[config.mk]
export PLATFORM = sky130hd
export DESIGN_NAME = rf_scoreboard
export DESIGN_NICKNAME = d
export VERILOG_FILES = /design/src/rtl/rf_scoreboard.sv
export SDC_FILE = /design/constraint.sdc
export NUM_CORES = 1
export LEC_CHECK = 0
export BUFFER_PORTS_ARGS = -buffer_cell sky130_fd_sc_hd__buf_2
export CORE_AREA = 2 2 137 139
export DETAILED_ROUTE_END_ITERATION = 16
export DIE_AREA = 0 0 139 141
export HOLD_SLACK_MARGIN = 0.08
export SLEW_MARGIN = 10
export SYNTH_ARGS = -nofsm -noshare
export SYNTH_HDL_FRONTEND = slang
export SYNTH_SLANG_ARGS = --single-unit
[constraint.sdc]
create_clock -name i_clk -period 7.45 [get_ports i_clk]
set_input_delay 1.49 -clock i_clk [delete_from_list [all_inputs] [get_ports i_clk]]
set_output_delay 1.49 -clock i_clk [all_outputs]
set_load 0.01 [all_outputs]
[src/rtl/rf_scoreboard.sv]
// rtl/rf_scoreboard.sv - register-hazard scoreboard beside the RV32I register file
//
// Tracks outstanding writes per architectural register x1..x31 with a small
// saturating-by-construction counter each. Issue is held back while a used
// source operand still has a pending write (RAW) or while the destination's
// counter is already at its maximum (WAW depth limit). With BYPASS_EN=1 a
// writeback in the current cycle is treated as already complete, matching the
// register file's bypass behaviour.
//
// Ports:
//   i_clk, i_rst          clock (rising edge), asynchronous active-high reset
//   i_issue_valid         instruction presented for issue
//   i_issue_rs1/_used     source 1 address and whether it is read
//   i_issue_rs2/_used     source 2 address and whether it is read
//   i_issue_rd_wen/_rd    whether rd is written, and its address
//   o_issue_ready         issue allowed (independent of i_issue_valid)
//   i_wb_valid, i_wb_rd   a register-file write completes this cycle
//   o_busy                at least one counter is nonzero (registered state)
//   o_err                 sticky: writeback to a register with nothing pending

module rf_scoreboard #(
  parameter bit BYPASS_EN = 1'b0,
  parameter int CNT_W     = 2
) (
  input  logic       i_clk,
  input  logic       i_rst,
  input  logic       i_issue_valid,
  input  logic [4:0] i_issue_rs1,
  input  logic       i_issue_rs1_used,
  input  logic [4:0] i_issue_rs2,
  input  logic       i_issue_rs2_used,
  input  logic       i_issue_rd_wen,
  input  logic [4:0] i_issue_rd,
  output logic       o_issue_ready,
  input  logic       i_wb_valid,
  input  logic [4:0] i_wb_rd,
  output logic       o_busy,
  output logic       o_err
);

  localparam logic [CNT_W-1:0] CNT_MAX = '1;
  localparam logic [CNT_W-1:0] CNT_ONE = CNT_W'(1);

  // Per-register outstanding-write counters; x0 has none.
  logic [CNT_W-1:0] cnt [1:31];

  // Counter view indexed 0..31 with x0 tied to zero so address lookups need
  // no special case for register 0.
  logic [CNT_W-1:0] cnt_tbl [0:31];

  // Effective count after discounting a same-cycle writeback (bypass only).
  logic [CNT_W-1:0] eff [0:31];

  logic        raw1;
  logic        raw2;
  logic        waw_full;
  logic        fire;
  logic [31:1] inc_vec;
  logic [31:1] dec_vec;
  logic        underflow;

  always_comb begin
    cnt_tbl[0] = '0;
    for (int r = 1; r < 32; r++) begin
      cnt_tbl[r] = cnt[r];
    end
  end

  always_comb begin
    for (int r = 0; r < 32; r++) begin
      eff[r] = cnt_tbl[r];
      if (BYPASS_EN && i_wb_valid && (i_wb_rd == 5'(r)) && (cnt_tbl[r] != '0)) begin
        eff[r] = cnt_tbl[r] - CNT_ONE;
      end
    end
  end

  // Hazard checks. x0 reads and writes never stall.
  always_comb begin
    raw1     = i_issue_rs1_used && (i_issue_rs1 != 5'd0) && (eff[i_issue_rs1] != '0);
    raw2     = i_issue_rs2_used && (i_issue_rs2 != 5'd0) && (eff[i_issue_rs2] != '0);
    waw_full = i_issue_rd_wen && (i_issue_rd != 5'd0) && (eff[i_issue_rd] == CNT_MAX);
  end

  assign o_issue_ready = !(raw1 || raw2 || waw_full);
  assign fire          = i_issue_valid && o_issue_ready;

  // A writeback to a register with nothing pending is ignored for the count
  // and flagged instead, so counters can never wrap below zero.
  always_comb begin
    for (int r = 1; r < 32; r++) begin
      inc_vec[r] = fire && i_issue_rd_wen && (i_issue_rd == 5'(r));
      dec_vec[r] = i_wb_valid && (i_wb_rd == 5'(r)) && (cnt[r] != '0);
    end
  end

  assign underflow = i_wb_valid && (i_wb_rd != 5'd0) && (cnt_tbl[i_wb_rd] == '0);

  always_ff @(posedge i_clk or posedge i_rst) begin
    if (i_rst) begin
      for (int r = 1; r < 32; r++) begin
        cnt[r] <= '0;
      end
      o_err <= 1'b0;
    end else begin
      for (int r = 1; r < 32; r++) begin
        // Simultaneous inc and dec leave the count unchanged.
        if (inc_vec[r] && !dec_vec[r]) begin
          cnt[r] <= cnt[r] + CNT_ONE;
        end else if (dec_vec[r] && !inc_vec[r]) begin
          cnt[r] <= cnt[r] - CNT_ONE;
        end
      end
      if (underflow) begin
        o_err <= 1'b1;
      end
    end
  end

  always_comb begin
    o_busy = 1'b0;
    for (int r = 1; r < 32; r++) begin
      o_busy = o_busy | (cnt[r] != '0);
    end
  end

endmodule
== Yosys cells after proc, flatten, opt, wreduce, memory -nomap -nowiden ==
Cells that the tools add are included.
Cells by class
  reductions and logical operators: 299
  add/sub/neg operators: 62
  bitwise logic cells: 34
  eq/ne operators: 63
  $lt $le $gt $ge: 4
  multiplexer cells: 74
Operators with widths (number)
  logical AND 1 bit: 165
  equality test 5 bit, second input constant: 32
  2-to-1 mux 2 bit: 70
  nonzero test 2 bit: 64
  equality test 5 x 4 -> 1 bit, second input constant: 16
  zero test 1 bit: 63
  adder 2 x 1 -> 2 bit, second input constant: 31
  subtractor 2 x 1 -> 2 bit, second input constant: 31
  binary-select mux 2 bit (select 5 bit): 4
  equality test 5 x 3 -> 1 bit, second input constant: 8
  bitwise OR 1 bit: 30
  greater-or-equal comparator 6 bit, second input constant: 4
  NOT 5 -> 6 bit: 4
  equality test 5 x 2 -> 1 bit, second input constant: 4
  nonzero test 5 bit: 4
  equality test 5 x 1 -> 1 bit, second input constant: 2
  equality test 2 bit, second input constant: 1
  zero test 2 bit: 1
  logical OR 1 bit: 2
Word-level totals
  input bits: 27
  logic and storage cells: 568
  output and inout port bits: 3
  register bits: 63

== Logic depth before layout (Yosys ltp) ==
  word-level depth: 31
  gate-level depth with buffers: 13
  mapped depth without buffers: 10

== Least setup slack after synthesis ==
OpenSTA, ideal clock, no wires.
  path kind: input port to output port
  from: in i_issue_rs1[3]
  to: out o_issue_ready
  path buffers: 2
  arrival time: 3.362 ns
  path slack: 2.598 ns
  stages on the path: 7
  data required time: 5.960 ns
  cell sequence: buf_1 -> mux4_2 -> a2111oi_0 -> or4b_1 -> o211ai_4 -> buf_6 -> nor3_1
Between the ends
  longest elaborated chain between the ends: 9
  elaborated cells between the ends (all ways): 11
  those cells by class: mux (3); bitwise (1); reduce/logical (7)
Ends and longest elaborated chain
  from (decl): RTL line 28  | input logic [4:0] i_issue_rs1,
  NOT 5 -> 6 bit (implied by the code): RTL line 80  | raw1 = i_issue_rs1_used && (i_issue_rs1 != 5'd0) && (eff[i_issue_rs1] != '0);
  binary-select mux 2 bit (select 5 bit): RTL line 80
  2-to-1 mux 2 bit (implied by the code) (2 in series): RTL line 80
  nonzero test 2 bit: RTL line 80
  logical AND 1 bit (*): RTL line 80
  logical OR 1 bit (*) (2 in series): RTL line 85  | assign o_issue_ready = !(raw1 || raw2 || waw_full);
  zero test 1 bit (*): RTL line 85
  to (decl): RTL line 34  | output logic o_issue_ready,
Mark *: on every way between the ends. The rest lies on a longest branch, timed or not. The select of a mux whose other input is x is not followed.

== Worst setup path after layout ==
  from: in i_issue_rd[0]
  to: out o_issue_ready
Between the ends
  longest elaborated chain between the ends: 8
  elaborated cells between the ends (all ways): 10
  those cells by class: eq/ne (1); mux (3); bitwise (1); reduce/logical (5)
Ends and longest elaborated chain
  from (decl): RTL line 33  | input logic [4:0] i_issue_rd,
  NOT 5 -> 6 bit (implied by the code): RTL line 82  | waw_full = i_issue_rd_wen && (i_issue_rd != 5'd0) && (eff[i_issue_rd] == CNT_MAX);
  binary-select mux 2 bit (select 5 bit): RTL line 82
  2-to-1 mux 2 bit (implied by the code) (2 in series): RTL line 82
  equality test 2 bit: RTL line 82
  logical AND 1 bit (*): RTL line 82
  logical OR 1 bit (*): RTL line 85
  zero test 1 bit (*): RTL line 85
Marked as above.

==> results.txt <==
1st-iter DRT viols - 516
clk buf depth - 2
Critical Path Slowest Stage Cell - mux4_2
area leader, netlist - dfrtp_1
Reg clk slew, reported paths - 0.05 ns
clock power share - 21.0%
root buffer cell - clkbuf_16
share of the synthesized area in the top cell type - 29.6%
EDFF count, synth - 0
crit end category - output port
critical path required time - 5.96 ns
RSZ-0062 raised after global routing - no
fin. max-slew vios - 0
Die H - 141 um
Total Power - 1920 uW
Vias/cell - 5.49
area delta synth->final - 11.7%
Worst Skew - 0.0102 ns
combinational share of power - 40.9%
hold_sp - o_err$_DFFE_PP0P_
Die Width - 139 um
Setup TNS Final - 0 ns
internal cell power - 1120 uW
# DRC - 0
first-pass GRT wire length - 24.8 mm
DP HPWL - 11.4 mm
GRT overflow - 0
fin nets - 638
number of buffers created by CTS - 9
vias in the first global route - 4,326
core area - 18,300 sq um
synth top area cells - dfrtp_1, xor2_1, mux4_2
register area share after synthesis - 29.6%
post-DR wirelength/cell - 18.5 um
Ports - 30
global-route usage over all layers - 16.1%
leakage - 0.00251 uW
Worst Path Buf+Inv - 3
final setup vio count - 0
cell count after synthesis - 567
number of synthesized register bits - 63
Peak VDD IR - 0.000147 V
post-synth cell types - 54
Hold Buf Count CTS - 0
reg2reg path depth - 11
Avg Inst Size Synth - 9.39 sq um
Max Fanout on Critical Path - 32
Initial Util - 29.1%
ys async rst share - 100%
highest clock rate - 187 MHz
Worst Hold Depth - 1
R2R Path End - cnt[31]$_DFFE_PP0P_
slowest stage delay, CP - 0.56 ns
Util after Layout - 32.5%
gp weighted congestion - 0.930
Critical Path Start Type - input port
DR pass1 iterations - 5
Pwr per Cell Area - 322 nW/um^2
RR Startpoint - cnt[32]$_DFFE_PP0P_
Syn. warnings - 0
largest net degree at the start of global routing - 64
detailed-route via count - 4,483
Top FF cell, synth - dfrtp_1
sink of the worst hold path - o_err$_DFFE_PP0P_
final hold viol count - 0
Antenna Cells - 0
Core Rows - 50
Tightest Hold Check Type - reg2reg
layout cells sized above 1 - 14.4%
status - completed
depth of the CTS H-tree - 3
CTS-repair resized insts - 0
Worst-Skew Late Latency - 0.35 ns
WHS - 0.472 ns
Worst-Margin Slew - 1.13 ns
Period minus WS final - 5.34 ns
maxcap violations - 0
synthesized net count - 625
Final period util - 71.7%
# port buffers - 29
sequential power share - 38.1%
CP most frequent cell - buf_2
R2R setup slack - 3.96 ns
Sw Pwr - 792 uW
Cell Chain, Critical Path - buf_2, mux4_2, mux2_2, o211ai_1, o211ai_4, buf_4, nor3_1, buf_2
initial antenna violation count - 0
die area - 19,600 sq um
top cell family by delay on the critical path - multiplexers
normalized max-slew margin - 24.6%
CTS tree - yes
Setup Buffers After CTS - 0
Synth Cell Area - 5320 sq um
Worst EP arrival - 3.85 ns
CP Class - in2out
Detail Route Antenna Nets - 0
CTS Sinks - 63
Post-Route WL - 15.2 mm
sw frac - 41.3%
## state kept, by name, summed over array words and instances (netlist names)
| name | flops |
|---|---|
| cnt | 62 |
| o_err | 1 |
## per-layer routing
metal / GRT usage [%] / wire, um / vias up
li1: - / - / 2087
met1: 21.9 / 6770 / 2170
met2: 25.3 / 6990 / 191
met3: 3.87 / 929 / 35
met4: 5.53 / 459 / 0
met5: 0 / 0 / -
## area by class of cell
class | count | area [sq um]
Clock buffer | 14 | 284
Fill cell | 1920 | 12300
Inverter | 10 | 37.5
Multi-Input combinational cell | 463 | 3580
Sequential cell | 63 | 1580
Tap cell | 234 | 293
Timing Repair Buffer | 33 | 175
## cell usage in the layout (no fill, tap or decap), drive strengths merged, types with 13 or more instances in the layout
master  instances
nand3b         20
nor3           18
nand2          33
clkbuf         14
buf            33
a21oi          13
nor2           78
xnor2          31
ha             31
nand3          21
dfrtp          63
nor4           36
mux4           22
xor2           62
## power groups by stage
| stage | registers [uW] | clock network [uW] | logic [uW] |
|---|---|---|---|
| 3_5_place_dp | 729 | 0 | 769 |
| 2_1_floorplan | 650 | 0 | 610 |
| 3_3_place_gp | 732 | 0 | 763 |
| 6_report | 730 | 403 | 783 |
| 4_1_cts | 726 | 413 | 775 |
| 5_1_grt | 760 | 429 | 851 |
## cells by family after synthesis
group                    Yosys count  synth area share [%]
buffers and inverters             41                  3.43
AO/OA/AOI/OAI                     54                  7.12
AND/OR/NAND/NOR                  246                  24.6
flip-flops                        63                  29.6
adder cells (fa/ha/maj)           31                  7.29
XOR/XNOR                          93                  15.3
multiplexers                      39                  12.6
## cell usage after synthesis, drive strengths merged (2+ instances only)
cell	number
o21ai	10
nand3b	20
a31oi	3
nor2	78
nor2b	6
xor2	62
dfrtp	63
or2	8
a2111oi	5
nor4	36
a221oi	4
nor3	18
or4	2
inv	10
mux2i	12
nand4	9
xnor2	31
a211oi	2
a21oi	13
ha	31
o211ai	5
buf	14
nand2	33
nor3b	2
nand2b	4
mux2	5
o31ai	2
or4b	2
nand3	21
and2	3
mux4	22
and3	3
clkbuf	17
## through the flow
| stage | cell area [sq um] | setup WS, ns | cells |
|---|---|---|---|
| 5_1_grt | 5950 | 1.90 | 817 |
| 2_1_floorplan | 5320 | 2.60 | 567 |
| 6_report | 5950 | 2.11 | 817 |
| 3_3_place_gp | 5660 | 2.02 | 803 |
| 4_1_cts | 5950 | 2.00 | 817 |
| 3_5_place_dp | 5660 | 2.01 | 803 |
## how the worst max path moves through the flow
stage / start / endpoint / cells past startpoint
floorplan: i_issue_rs1[3] / o_issue_ready / 7
global placement: i_issue_rd[0] / o_issue_ready / 8
detailed placement: i_issue_rd[0] / o_issue_ready / 8
CTS: i_issue_rd[0] / o_issue_ready / 8
global route: i_issue_rd[1] / o_issue_ready / 9
finish: i_issue_rd[0] / o_issue_ready / 8
(Power assumes the default switching activity.)
